**config.mk**
```make
export PLATFORM = sky130hd
export DESIGN_NAME = game_referee
export DESIGN_NICKNAME = d
export VERILOG_FILES = /design/src/rtl/game_pkg.sv /design/src/rtl/frame_tick_sync.sv /design/src/rtl/game_referee.sv
export SDC_FILE = /design/constraint.sdc
export NUM_CORES = 1
export LEC_CHECK = 0
export BUFFER_PORTS_ARGS = -buffer_cell sky130_fd_sc_hd__buf_2
export CORE_UTILIZATION = 45
export CTS_CLUSTER_SIZE = 10
export DETAILED_ROUTE_END_ITERATION = 8
export PLACE_DENSITY = 0.72
export SYNTH_ARGS = -nofsm -noshare
export SYNTH_HDL_FRONTEND = slang
export SYNTH_SLANG_ARGS = --single-unit
```
**constraint.sdc**
```tcl
create_clock -name Clk -period 7.3 [get_ports Clk]
set_input_delay 1.46 -clock Clk [delete_from_list [all_inputs] [get_ports Clk]]
set_output_delay 1.46 -clock Clk [all_outputs]
set_load 0.01 [all_outputs]
```
**src/rtl/game_pkg.sv**
```systemverilog
// game_pkg: shared game state encoding, key codes and arithmetic helpers
package game_pkg;

    typedef enum logic [1:0] {
        IDLE    = 2'b00,
        PLAYING = 2'b01,
        DEAD    = 2'b10
    } game_state_t;

    localparam logic [7:0] KEY_W     = 8'h1A;
    localparam logic [7:0] KEY_SPACE = 8'h2C;

    // geometry never goes below zero, so a left edge past column 0 pins to 0
    function automatic logic [10:0] sub_clamp(input logic [10:0] a, input logic [10:0] b);
        return (a > b) ? a - b : 11'd0;
    endfunction

    // two-digit BCD increment; caller handles saturation at 99
    function automatic logic [7:0] bcd_inc(input logic [7:0] s);
        return (s[3:0] == 4'd9) ? {s[7:4] + 4'd1, 4'd0} : {s[7:4], s[3:0] + 4'd1};
    endfunction

endpackage

```
**src/rtl/frame_tick_sync.sv**
```systemverilog
// frame_tick_sync: brings the frame clock into the system domain as a one-cycle tick
module frame_tick_sync (
    input  logic Clk,
    input  logic Reset,
    input  logic async_in,
    output logic tick
);

    logic [2:0] sync;

    // two metastability flops, one history flop, registered rising-edge pulse
    always_ff @(posedge Clk) begin
        if (Reset) begin
            sync <= '0;
            tick <= 1'b0;
        end else begin
            sync <= {sync[1:0], async_in};
            tick <= sync[1] & ~sync[2];
        end
    end

endmodule

```
**src/rtl/game_referee.sv**
```systemverilog
// game_referee: game FSM, collision/pass detection and BCD score keeping
module game_referee
    import game_pkg::*;
#(
    parameter logic [10:0] PIPE_HALF_W = 11'd16,
    parameter logic [10:0] GAP_HALF    = 11'd48,
    parameter logic [10:0] FLOOR_Y     = 11'd479,
    parameter logic [10:0] SCREEN_W    = 11'd640,
    parameter logic [7:0]  FLAP_KEY    = KEY_W,
    parameter logic [7:0]  START_KEY   = KEY_SPACE
) (
    input  logic       Clk,
    input  logic       Reset,
    input  logic       frame_clk,
    input  logic [7:0] keycode,
    input  logic [9:0] BirdX,
    input  logic [9:0] BirdY,
    input  logic [9:0] BirdS,
    input  logic [9:0] PipeX,
    input  logic [9:0] PipeGapY,
    output logic [1:0] game_state,
    output logic [7:0] score_bcd,
    output logic       hit,
    output logic       score_inc
);

    game_state_t state, state_n;
    logic [7:0]  last_key, score_n;
    logic        tick, armed, armed_n, hit_n, inc_n;
    logic        press_start, press_flap;
    logic [10:0] bx, by, bs, px, gy;
    logic [10:0] bird_l, bird_r, bird_t, bird_b, pipe_l, pipe_r, gap_t, gap_b;
    logic        offscreen, pipe_hit, bound_hit, passed;

    frame_tick_sync u_sync (
        .Clk     (Clk),
        .Reset   (Reset),
        .async_in(frame_clk),
        .tick    (tick)
    );

    assign press_start = (keycode == START_KEY) && (last_key != START_KEY);
    assign press_flap  = (keycode == FLAP_KEY) && (last_key != FLAP_KEY);

    assign bx = {1'b0, BirdX};
    assign by = {1'b0, BirdY};
    assign bs = {1'b0, BirdS};
    assign px = {1'b0, PipeX};
    assign gy = {1'b0, PipeGapY};

    assign bird_l = sub_clamp(bx, bs);
    assign bird_r = bx + bs;
    assign bird_t = sub_clamp(by, bs);
    assign bird_b = by + bs;
    assign pipe_l = sub_clamp(px, PIPE_HALF_W);
    assign pipe_r = px + PIPE_HALF_W;
    assign gap_t  = sub_clamp(gy, GAP_HALF);
    assign gap_b  = gy + GAP_HALF;

    // a pipe wrapped past column 0 shows up as a huge X and must not collide
    assign offscreen = px > SCREEN_W + PIPE_HALF_W;
    assign pipe_hit  = !offscreen && bird_r >= pipe_l && bird_l <= pipe_r && (bird_t < gap_t || bird_b > gap_b);
    assign bound_hit = bird_b >= FLOOR_Y || by <= bs;
    assign passed    = !offscreen && pipe_r < bird_l;

    assign game_state = state;

    // next state, score and pulses; collision takes priority over scoring
    always_comb begin
        state_n = state;
        score_n = score_bcd;
        armed_n = (tick && offscreen) ? 1'b1 : armed;
        hit_n   = 1'b0;
        inc_n   = 1'b0;
        case (state)
            IDLE: begin
                if (press_start || press_flap) begin
                    state_n = PLAYING;
                    score_n = 8'h00;
                    armed_n = 1'b1;
                end
            end
            PLAYING: begin
                if (tick && (pipe_hit || bound_hit)) begin
                    state_n = DEAD;
                    hit_n   = 1'b1;
                end else if (tick && passed && armed) begin
                    armed_n = 1'b0;
                    inc_n   = score_bcd != 8'h99;
                    score_n = inc_n ? bcd_inc(score_bcd) : score_bcd;
                end
            end
            DEAD:    state_n = press_start ? IDLE : DEAD;
            default: state_n = IDLE;
        endcase
    end

    // state, score, pass arming, key history and registered pulses
    always_ff @(posedge Clk) begin
        if (Reset) begin
            state     <= IDLE;
            score_bcd <= 8'h00;
            armed     <= 1'b1;
            hit       <= 1'b0;
            score_inc <= 1'b0;
            last_key  <= 8'h00;
        end else begin
            state     <= state_n;
            score_bcd <= score_n;
            armed     <= armed_n;
            hit       <= hit_n;
            score_inc <= inc_n;
            last_key  <= keycode;
        end
    end

endmodule

```
-- After elaboration in Yosys (flattened, before gate mapping)
Cells that the tools add are included.
- output and inout bits: 12
- input port bits: 61
- word-level logic and storage cells: 91
- register bits: 25
- $lt $le $gt $ge: 12
- bitwise operators: 4
- multiplexer cells: 20
- reductions and logical operators: 22
- equal/unequal tests: 14
- $add $sub $neg: 10
- operators by type and width (kind ; number):
    2-to-1 mux 11 bit ; 4
    2-to-1 mux 8 bit ; 5
    adder 10 x 10 -> 11 bit ; 2
    less-than comparator 11 bit ; 2
    subtractor 10 x 10 -> 11 bit ; 2
    > comparator 10 bit ; 2
    case mux 8 bit (2 select lines) ; 1
    inequality test 2 bit, second input constant ; 6
    adder 10 x 5 -> 11 bit, second input constant ; 1
    adder 10 x 6 -> 11 bit, second input constant ; 1
    greater-or-equal comparator 11 bit ; 1
    greater-or-equal comparator 11 x 9 -> 1 bit, second input constant ; 1
    > comparator 11 bit ; 1
    less-or-equal comparator 11 bit ; 1
    subtractor 10 x 5 -> 11 bit, second input constant ; 1
    subtractor 10 x 6 -> 11 bit, second input constant ; 1
    > comparator 10 bit, second input constant ; 1
    > comparator 10 x 5 -> 1 bit, second input constant ; 1
    > comparator 10 x 6 -> 1 bit, second input constant ; 1
    less-or-equal comparator 10 bit ; 1
    logical AND 1 bit ; 10
    adder 4 x 1 -> 4 bit, second input constant ; 2
    == test 8 x 5 -> 1 bit, second input constant ; 1
    == test 8 x 6 -> 1 bit, second input constant ; 1
    21 further kinds ; 32

-- Logic depth before layout (Yosys ltp)
Gate-level depths: netlist of the first run.
- depth in word-level cells: 10
- mapped depth: 23
- mapped depth without buffers: 23

-- Cells and area by module
A second synthesis of the first run with hierarchy kept.
- cells, all modules: 586
- area, all modules: 4460.5 um2
- by module, submodules not included (module ; sequential area each (um2) ; area an instance (um2) ; times used ; cells each):
    game_referee ; 420.4 ; 4349.2 ; 1 ; 578
    frame_tick_sync ; 80.1 ; 111.4 ; 1 ; 8

-- Worst setup path before layout of the first run
No wires, ideal clock.
- path type: in2reg
- start: input BirdS[1]
- end: register score_bcd[4]
- arrival time: 5415 ps
- setup time: 70 ps
- setup slack: 1814 ps
- cell stages on the path: 21
- path buffers: 0
- required time: 7230 ps
- cell sequence: inv_1 > ha_1 > nor2b_1 > o21ai_0 > a21oi_1 > o21ai_0 > a21oi_1 > o211a_1 > o2111ai_1 > nand3_1 > nand3b_1 > ha_1 > a21oi_1 > nand2_1 > a211o_1 > o21ai_0 > a221oi_1 > a2111oi_4 > nand2_2 > or4_1 > a21oi_1
- word-level cells in the longest chain between the ends: 9
- elaborated cells between the ends (all ways): 28
- classes of those cells: add/sub (4); order compare (9); eq/ne (2); mux (2); reduce/logical (11)
- RTL lines (element ; RTL line ; text):
    start: declaration ; game_referee.sv:18 ; input logic [9:0] BirdS,
    subtractor 10 x 10 -> 11 bit (tied with other cells) ; game_pkg.sv:15 ; return (a > b) ? a - b : 11'd0;
    2-to-1 mux 11 bit or greater-or-equal comparator 11 bit (tied branches) ; game_pkg.sv:15, game_referee.sv:62 ;
    less-or-equal comparator 11 bit (tied with other cells) ; game_referee.sv:62 ; assign pipe_hit = !offscreen && bird_r >= pipe_l && bird_l <= pipe_r && (bird_t < gap_t || bird_b > gap_b);
    logical AND 1 bit or logical OR 1 bit (tied branches) ; game_referee.sv:62 ;
    logical AND 1 bit ; game_referee.sv:62 ;
    logical OR 1 bit ; game_referee.sv:84 ; if (tick && (pipe_hit || bound_hit)) begin
    logical AND 1 bit ; game_referee.sv:84 ;
    inequality test 2 bit (no line) ; -- ;
    AND reduction 6 bit (no line) (*) ; -- ;
    end signal: assignment ; game_referee.sv:109 ; score_bcd <= score_n;
    end: declaration ; game_referee.sv:22 ; output logic [7:0] score_bcd,
Every way passes the cells marked *; elsewhere a longest branch is shown, timed or not.
A chain may end at the register's enable or synchronous reset.

-- Worst setup path after layout of the first run
Ends and elaborated chain as after synthesis.

==> flow_summary.toml, run 1 <==
[run_status]
status = "finished, final reports clean"

[route]
via_per_inst = 5.638
postRouteAntennaNets = 0
wl_met3_um = 903
drt-pass1-iter-count = 5
drc = 0
drt_first_iter_violations = 298
drt-total-wl_um = 11030
route.met2.wl_um = 4950
wl_per_cell_um = 14.27
dr.max_layer_used = "met4"
drt-met1-wl_um = 5037
vias = 4358

[sta]
worst_slew_pin_slew_ns = 0.5999
clock.fmax_mhz = 164.1
period_share_pct = 83.49
hold_viol = 0
setup_viol = 0
grt_setup_unrepaired = "no"
final_max_slew_viol_count = 0
setup_slack_ns = 1.206
tns_ns = 0
relSlewSlack_pct = 59.74
fin_crit_ns = 6.094
fin_skew_ns = 0.007109

[logic_synthesis]
synth_edf_count = 0
synth_seq_cells = 25
synth_nets = 741
yosys-mux-area-fraction_pct = 0.2261
yosys_warnings = 0
synth_top_family_by_area = "adder cells"
yosysSeqAreaShare_pct = 11.30
synth_adder_area_share_pct = 27.80
synthDistinctLibCells = 60
synth-compound-area-share_pct = 22.29
synth_ff_type = "dfxtp_1"
syn_area_um2 = 4428
yosys.area_share.xor_xnor_pct = 7.318
synth-simple-area-share_pct = 24.92
syn_inst = 584
synth_area_leaders = "ha_1 (26%), dfxtp_1 (11%), a21oi_1 (5.2%)"
synth.top_cell.area_share_pct = 26.00
async_flop_share_pct = 0
synth.avg_cell_area_um2 = 7.582
synth_top_area_cell = "ha_1"

[global_routing]
grt_remaining_overflow = 0
antenna_found_initial = 1
grt_start_max_net_pins = 20
grt_usage_pct = 22.53
grt_pass1_vias = 4148
grt_pass1_wl_um = 18660

[place]
dp_hpwl_um = 9433
pre_cts_ws_ns = 0.9341
place_inst = 769
gp_congestion = 0.8421
portBuffers = 72

[critical_path]
crit_buf_inv = 2
crit_path_end_kind = "flop"
critPathArrivalTime_ns = 6.30
critical_path.top_delay_family = "compound AO/OA/AOI/OAI gates"
critPathMostFrequentCell = "a21oi_1"
cp_slowest_cell = "a2111oi_4"
cp-start-kind = "input pin"
path_cells = "buf_2 -> inv_1 -> ha_1 -> nor2b_1 -> o21ai_0 -> a21oi_1 -> o21ai_0 -> a21oi_1 -> o211a_1 -> o2111ai_1 -> nand3_1 -> nand3b_1 -> ha_1 -> a21oi_1 -> nand2_1 -> a211o_1 -> o21ai_0 -> a221oi_1 -> a2111oi_4 -> nand2_2 -> or4_1 -> a21oi_1"
slowest_delay_ns = 0.62
cp_max_fo = 8
crit_type = "in -> reg"
required_ns = 7.51

[clock_tree]
cts_max_level = 1
root_buffer = "clkbuf_8"
cts.sinks = 25
clock_path_buffers = 2
cts_tree = "built"
post_cts_resize_count = 0
clk_pin_slew_ns = 0.09
clk_latency_ns = 0.27
hold_buffers = 0
cts_made_buffers = 3
post_cts_buffers = 0

[pwr]
power_w = 0.0005697
clkPwrFrac_pct = 14.4
leakage_nw = 2.336
power.density_nw_per_um2 = 115.7
pwr-share-seq_pct = 24.7
peakVddDrop_mv = 0.1424
internal_power_w = 0.0003285
p_switching_w = 0.0002412
pwr-share-comb_pct = 61.0
p_sw_share_pct = 42.34

[finish]
area_growth_pct = 11.16
antenna_cells = 0
layoutNonFillerInstCount = 773
drive_gt1_share_pct = 13.04
fin_util_pct = 52.52
nets = 802

[die]
die_width_um = 101.2
die-area_um2 = 10240
start_util_pct = 47.25
rows = 35
core_um2 = 9371
die_height_um = 101.2
boundaryPins = 73

[job]
cap_violations = 0

[min_path]
hold_path_class = "reg -> reg"
[stage by stage]
step | hold WS (ns) | instance area, µm²
after global routing | 0.3973 | 4922
after global placement | 0.3733 | 4877
after CTS | 0.3895 | 4922
after floorplan | 0.3674 | 4428
final | 0.3838 | 4922
after detailed placement | 0.3781 | 4877
[logic make-up (layout without fill, tap and decap cells)]
family | count (synthesis) | in the layout
buffers and inverters | 69 | 129
muxes | 1 | 1
adders and majority gates | 96 | 96
AOI/OAI and AO/OA | 147 | 147
and+or+nand+nor | 209 | 209
DFF | 25 | 25
xor gates and xnor gates | 37 | 37
[power groups by stage]
stage / Clock [W] / Combinational [W] / Sequential [W]
2_1_floorplan: 0 / 0.000255 / 0.000143
3_3_place_gp: 0 / 0.000333 / 0.000144
3_5_place_dp: 0 / 0.000343 / 0.000144
4_1_cts: 0.0000832 / 0.000345 / 0.000141
5_1_grt: 0.0000897 / 0.000394 / 0.000141
6_report: 0.0000818 / 0.000347 / 0.000141
[area by class of cell]
cell class                 count  area, µm²
tap                          129      161.4
multi-input combinational    490       3656
clock buffer                   4      45.04
timing repair buffer          72      360.3
sequential                    25      500.5
fill                         934       4449
inverter                      53      198.9
[final timing paths]
| path | startpoint | slack, ns | endpoint | cells after the start |
|---|---|---|---|---|
| worst max register to register | last_key[4] | 5.12 | score_bcd[7] | 9 |
| worst min-delay path | u_sync.sync[2] | 0.38 | u_sync.tick | 1 |
| worst min register to register | u_sync.sync[2] | 0.38 | u_sync.tick | 1 |
| worst max-delay path | BirdS[1] | 1.21 | score_bcd[4] | 22 |
[cells in the final DEF, fill, tap and decap left out, types with 5 or more instances in the layout]
cell,count
a211o_1,5
a211oi_1,10
a21o_1,7
a21oi_1,46
and3_1,6
buf_2,72
dfxtp_1,25
ha_1,92
inv_1,53
nand2_1,47
nand2b_1,14
nand3_1,21
nand4_1,11
nor2_1,40
nor2b_1,23
nor3_1,15
o211ai_1,5
o21a_1,8
o21ai_0,22
o21bai_1,13
xnor2_1,24
xor2_1,13
[Yosys cell counts, types with 2 or more instances]
cell / count
inv_1: 53
o21a_1: 8
nor4b_1: 2
xnor2_1: 24
a211oi_1: 10
a21oi_1: 46
dfxtp_1: 25
a221oi_1: 4
fa_1: 4
clkbuf_1: 11
or3_1: 4
o2111ai_1: 3
nor2b_1: 23
o211ai_1: 5
nand3b_1: 4
nand3_1: 21
nor4_1: 3
o21bai_1: 13
a21o_1: 7
o31ai_1: 3
or4b_2: 2
o21ai_0: 22
nor2_1: 40
xor2_1: 13
a31oi_1: 2
or4_1: 4
ha_1: 92
nand2b_1: 14
a211o_1: 5
o32ai_1: 4
nand2_1: 47
nor3_1: 15
and3_1: 6
a221o_1: 2
o21ai_1: 3
nor4bb_1: 4
buf_2: 3
nand4_1: 11
[registers in the layout, summed over array words and instances, names as in the netlist]
name	flops
hit	1
last_key	8
armed	1
score_inc	1
u_sync.sync	3
u_sync.tick	1
score_bcd	8
game_state	2
[per-layer routing]
layer  GRT usage (%)  up-vias
li1                -     2214
met5               0        -
met2           38.41      153
met1           29.90     1975
met4           5.686        0
met3           3.106       16
No activity file was read; power rests on OpenSTA's default activity.
==> inputs of run 2 (changes only) <==
--- a/config.mk
+++ b/config.mk
@@ -5,6 +5,7 @@
 export SDC_FILE = /design/constraint.sdc
 export NUM_CORES = 1
 export LEC_CHECK = 0
+export ABC_AREA = 1
 export BUFFER_PORTS_ARGS = -buffer_cell sky130_fd_sc_hd__buf_2
 export CORE_UTILIZATION = 45
 export CTS_CLUSTER_SIZE = 10
==> constraint.sdc (replaced) <==
create_clock -name Clk -period 6.05 [get_ports Clk]
set_input_delay 1.21 -clock Clk [delete_from_list [all_inputs] [get_ports Clk]]
set_output_delay 1.21 -clock Clk [all_outputs]
set_load 0.01 [all_outputs]
==> flow_summary.toml, run 2 <==
[run_status]
status = "finished, final reports clean"

[finish]
antenna_cells = 0
fill_cells = 1019
nets = 945
area_growth_pct = 11.35
drive_gt1_share_pct = 13.47
layout_common_cells = "nand2_1 (140), inv_1 (121), ha_1 (92), nor2_1 (84), buf_2 (72)"
final_common_cell = "nand2_1"
top_regs = "last_key: 8 flops, score_bcd: 8 flops, u_sync.sync: 3 flops"

[die]
core_um2 = 9819
die_height_um = 103.1
boundaryPins = 73
start_util_pct = 46.80
rows = 36
die-area_um2 = 10620
die_width_um = 103.1

[job]
cap_violations = 0

[pwr]
pwr-share-seq_pct = 24.9
pwr-share-comb_pct = 60.4
p_sw_share_pct = 45.69
peakVddDrop_mv = 0.1534
power.density_nw_per_um2 = 135.0
clkPwrFrac_pct = 14.7
power_w = 0.0006908
internal_power_w = 0.0003752
p_switching_w = 0.0003157
leakage_nw = 2.837

[logic_synthesis]
syn_inst = 721
synth_top_area_cell = "ha_1"
async_flop_share_pct = 0
synthDistinctLibCells = 40
yosys_warnings = 0
yosysMostFrequentCell = "nand2_1"
synth.top_cell.area_share_pct = 25.05
synth_ff_type = "dfxtp_1"
syn_area_um2 = 4596
synth_area_leaders = "ha_1 (25%), nand2_1 (11%), dfxtp_1 (11%)"
ys_top_cells_by_count = "nand2_1 (140), inv_1 (121), ha_1 (92), nor2_1 (84), a21oi_1 (56)"
synth_edf_count = 0
yosysSeqAreaShare_pct = 10.89
synth_seq_cells = 25
synth.avg_cell_area_um2 = 6.374
synth_nets = 878

[route]
postRouteAntennaNets = 0
drc = 0
drt-total-wl_um = 11260
drt_first_iter_violations = 207
wl_per_cell_um = 12.23
drt-pass1-iter-count = 4
via_per_inst = 5.138
vias = 4727

[clock_tree]
clk_pin_slew_ns = 0.09
post_cts_resize_count = 0
cts_made_buffers = 3
hold_buffers = 0
clk_latency_ns = 0.27
root_buffer = "clkbuf_8"
cts_tree = "built"
clock_path_buffers = 2
cts_max_level = 1
post_cts_buffers = 0
cts.sinks = 25

[sta]
worst_slew_pin_slew_ns = 0.7178
hold_viol = 0
grt_setup_unrepaired = "no"
tns_ns = 0
clock.fmax_mhz = 203.5
setup_viol = 0
relSlewSlack_pct = 52.05
period_share_pct = 81.22
fin_crit_ns = 4.914
final_max_slew_viol_count = 0
fin_skew_ns = 0.002852

[critical_path]
critPathArrivalTime_ns = 5.13
crit_path_end_kind = "flop"
r2r_end = "score_bcd[6]"
slowest_delay_ns = 0.42
cp-start-kind = "input pin"
reg2reg_slack_ns = 4.03
critPathMostFrequentCell = "nand2_1"
r2r_cells = 10
crit_type = "in -> reg"
rr_startpoint = "score_bcd[1]"
cp_slowest_cell = "ha_1"
cp_max_fo = 9
cp-endpoint = "score_bcd[6]"
cp-startpoint = "BirdS[2]"
required_ns = 6.26

[place]
gp_congestion = 0.8965
dp_hpwl_um = 9796
portBuffers = 72

[global_routing]
grt_start_max_net_pins = 18
grt_remaining_overflow = 0
grt_pass1_wl_um = 18950
antenna_found_initial = 0
grt_pass1_vias = 4432
grt_usage_pct = 21.96

[min_path]
hold_path_class = "reg -> reg"
hold_depth = 2
-- run 2: worst min path at each step --
stage,from,to
6_report,u_sync.sync[0],u_sync.sync[1]
5_1_grt,u_sync.sync[2],u_sync.tick
4_1_cts,u_sync.sync[2],u_sync.tick
3_5_place_dp,u_sync.sync[2],u_sync.tick
3_3_place_gp,u_sync.sync[2],u_sync.tick
2_1_floorplan,u_sync.sync[2],u_sync.tick
-- run 2: kinds of logic after synthesis --
group,count (synthesis),synth area share (%)
xor+xnor,26,4.955
simple gates,333,32.73
buf+inv,136,11.46
flops,25,10.89
compound gates,105,13.18
fa+ha+maj,96,26.79
-- run 2: cell type report --
| cell class | count | area [µm²] | area share, % |
|---|---|---|---|
| Multi-Input combinational cell | 560 | 3568 | 69.73 |
| Sequential cell | 25 | 500.5 | 9.780 |
| Inverter | 126 | 473.0 | 9.242 |
| Timing Repair Buffer | 72 | 360.3 | 7.042 |
| Tap cell | 133 | 166.4 | 3.252 |
| Clock buffer | 3 | 41.29 | 0.8068 |
| Clock inverter | 1 | 7.507 | 0.1467 |
-- run 2: routing by layer --
layer / share of wire (%) / track usage (%) / wire (µm) / up-vias
met2: 43 / 37.08 / 4805 / 120
met4: 1.5 / 4.659 / 166 / 0
li1: - / - / - / 2491
met3: 5.7 / 3.254 / 645 / 13
met5: 0 / 0 / 0 / -
met1: 50 / 29.56 / 5639 / 2103
-- run 2: metrics by stage --
step	std cells	utilization, %	hold WS, ns	area [µm²]	setup slack, ns
floorplan	721	-	0.3728	4596	1.685
global placement	916	51.62	0.3779	5069	0.9558
detailed placement	916	51.62	0.3957	5069	0.9439
CTS	920	52.12	0.4088	5117	1.179
global route	920	52.12	0.4138	5117	0.6561
finish	920	52.12	0.4084	5117	1.136
-- run 2: power by group through the flow --
stage | logic [W] | registers (W) | clock network [W]
finish | 0.000417 | 0.000172 | 0.000101
global route | 0.000483 | 0.000173 | 0.000111
CTS | 0.000416 | 0.000172 | 0.000103
detailed placement | 0.000413 | 0.000176 | 0
global placement | 0.000401 | 0.000176 | 0
floorplan | 0.000304 | 0.000176 | 0
-- run 2: worst max-delay path: cells and delay by family --
family / cells / cell delay (ns)
AOI/OAI and AO/OA: 5 / 1.05
adders and majority gates: 2 / 0.72
buffers and inverters: 7 / 0.64
and+or+nand+nor: 15 / 1.51
==> inputs of run 3 (changes only) <==
--- a/config.mk
+++ b/config.mk
@@ -5,7 +5,7 @@
 export SDC_FILE = /design/constraint.sdc
 export NUM_CORES = 1
 export LEC_CHECK = 0
-export ABC_AREA = 1
+export ABC_AREA = 0
 export BUFFER_PORTS_ARGS = -buffer_cell sky130_fd_sc_hd__buf_2
 export CORE_UTILIZATION = 45
 export CTS_CLUSTER_SIZE = 10
==> constraint.sdc (replaced) <==
create_clock -name Clk -period 5.1 [get_ports Clk]
set_input_delay 1.02 -clock Clk [delete_from_list [all_inputs] [get_ports Clk]]
set_output_delay 1.02 -clock Clk [all_outputs]
set_load 0.01 [all_outputs]
==> flow_summary.toml, run 3 (same netlist as run 1, synthesis figures left out) <==
[run_status]
status = "finished, final reports clean"

[sta]
fin_skew_ns = 0.006524
period_share_pct = 96.90
relSlewSlack_pct = 54.19
hold_viol = 0
worst_slew_pin_slew_ns = 0.6826
clock.fmax_mhz = 202.4
tns_ns = 0
fin_crit_ns = 4.942
final_max_slew_viol_count = 0
hold_slack_ns = 0.3840
setup_viol = 0

[finish]
layout_common_cells = "ha_1 (88), buf_2 (72), buf_4 (58), inv_1 (52), nand2_1 (47)"
drive_gt1_share_pct = 24.61
top_regs = "last_key: 8 flops, score_bcd: 8 flops, u_sync.sync: 3 flops"
fin_area_um2 = 5562
fin_util_pct = 59.35
area_growth_pct = 25.60
nets = 861
antenna_cells = 0
final_common_cell = "ha_1"

[place]
portBuffers = 72
placed_cell_area_um2 = 5283
gp_congestion = 0.9389
dp_hpwl_um = 10130

[global_routing]
grt_remaining_overflow = 0
antenna_found_initial = 1
grt_pass1_wl_um = 19650
grt_pass1_vias = 4463
grt_start_max_net_pins = 20
grt_usage_pct = 23.42

[clock_tree]
cts_made_buffers = 3
root_buffer = "clkbuf_8"
cts.sinks = 25
clk_latency_ns = 0.27
clk_pin_slew_ns = 0.08
cts_max_level = 1
clock_path_buffers = 2
cts_tree = "built"

[die]
core_um2 = 9371
die-area_um2 = 10240
start_util_pct = 47.25
boundaryPins = 73
rows = 35
die_width_um = 101.2
die_height_um = 101.2

[pwr]
leakage_nw = 2.644
peakVddDrop_mv = 0.1485
power_w = 0.0009287
power.density_nw_per_um2 = 167.0

[route]
vias = 4727
postRouteAntennaNets = 0
wl_per_cell_um = 14.79
via_per_inst = 5.681
drt-total-wl_um = 12310
drt-pass1-iter-count = 5
drc = 0
drt_first_iter_violations = 281

[critical_path]
critPathMostFrequentCell = "a21oi_2"
crit_type = "in -> reg"
slowest_delay_ns = 0.41
crit_path_end_kind = "flop"
cp_slowest_cell = "or4_4"
critPathArrivalTime_ns = 5.15
cp_max_fo = 3
cp-start-kind = "input pin"
required_ns = 5.31
path_cells = "buf_2 -> inv_1 -> ha_1 -> inv_1 -> fa_1 -> a21o_1 -> a21oi_2 -> o21bai_1 -> a21oi_2 -> o21bai_1 -> a21oi_2 -> xnor2_1 -> nor2_1 -> ha_1 -> nand4_1 -> nor3_2 -> o221ai_2 -> a21oi_2 -> o32ai_2 -> a2111oi_4 -> buf_4 -> nand2_2 -> or4_4 -> a21oi_2"

[min_path]
hold_path_class = "reg -> reg"

[job]
cap_violations = 0
## run 3: cell types whose count changed in the layout (fill, tap and decap cells not counted), moves of 22 or more
cell / previous run / this run
nand2_1: 140 / 47
a21oi_1: 56 / 34
inv_1: 121 / 52
nor2_1: 84 / 40
nor2b_1: 0 / 23
buf_4: 0 / 58
xnor2_1: 0 / 24
## run 3: metrics by stage
stage,cells,worst slack [ns]
finish,832,0.1583
global route,832,-0.07126
CTS,828,0.02857
detailed placement,823,-0.5335
global placement,823,-0.2664
floorplan,584,0.05409
## run 3: area by class of cell
cell class,instances,area [µm²]
timing repair buffer,131,807.0
inverter,53,198.9
fill,871,3810
multi-input combinational,490,3849
tap,129,161.4
sequential,25,500.5
clock buffer,4,45.04
## run 3: path summary, 6_finish.rpt
| check | start | endpoint | slack [ns] | depth (start not counted) |
|---|---|---|---|---|
| min | u_sync.sync[2] | u_sync.tick | 0.38 | 1 |
| max reg2reg | score_bcd[0] | score_bcd[7] | 2.76 | 8 |
| min reg2reg | u_sync.sync[2] | u_sync.tick | 0.38 | 1 |
| max | BirdY[0] | score_bcd[4] | 0.16 | 24 |
## run 3: layer usage
layer	GRT usage [%]	share of wire (%)	wire length, µm
met5	0	0	0
met1	30.68	45	5519
met4	4.905	1.5	189
met2	41.23	47	5803
met3	2.761	6.5	795
## run 3: critical path: cells and delay by family
| kind | cells | cell delay (ns) |
|---|---|---|
| compound gates | 11 | 1.81 |
| buf+inv | 4 | 0.39 |
| fa+ha+maj | 3 | 0.83 |
| xor+xnor | 1 | 0.14 |
| simple gates | 5 | 0.95 |
## run 3: repair_timing
| item | 4_1_cts | 5_1_grt |
|---|---|---|
| buffers inserted | 1 | 4 |
| endpoints found under the setup margin | 12 | 13 |
| resized for setup | 4 | 38 |
| hold buffers | 0 | 0 |
| pin swaps | 1 | 22 |
## run 3: power by group
| part | switching [W] | internal (W) |
|---|---|---|
| combinational | 0.000328 | 0.000285 |
| clock | 0.0000586 | 0.0000558 |
| sequential | 0.00000162 | 0.000200 |
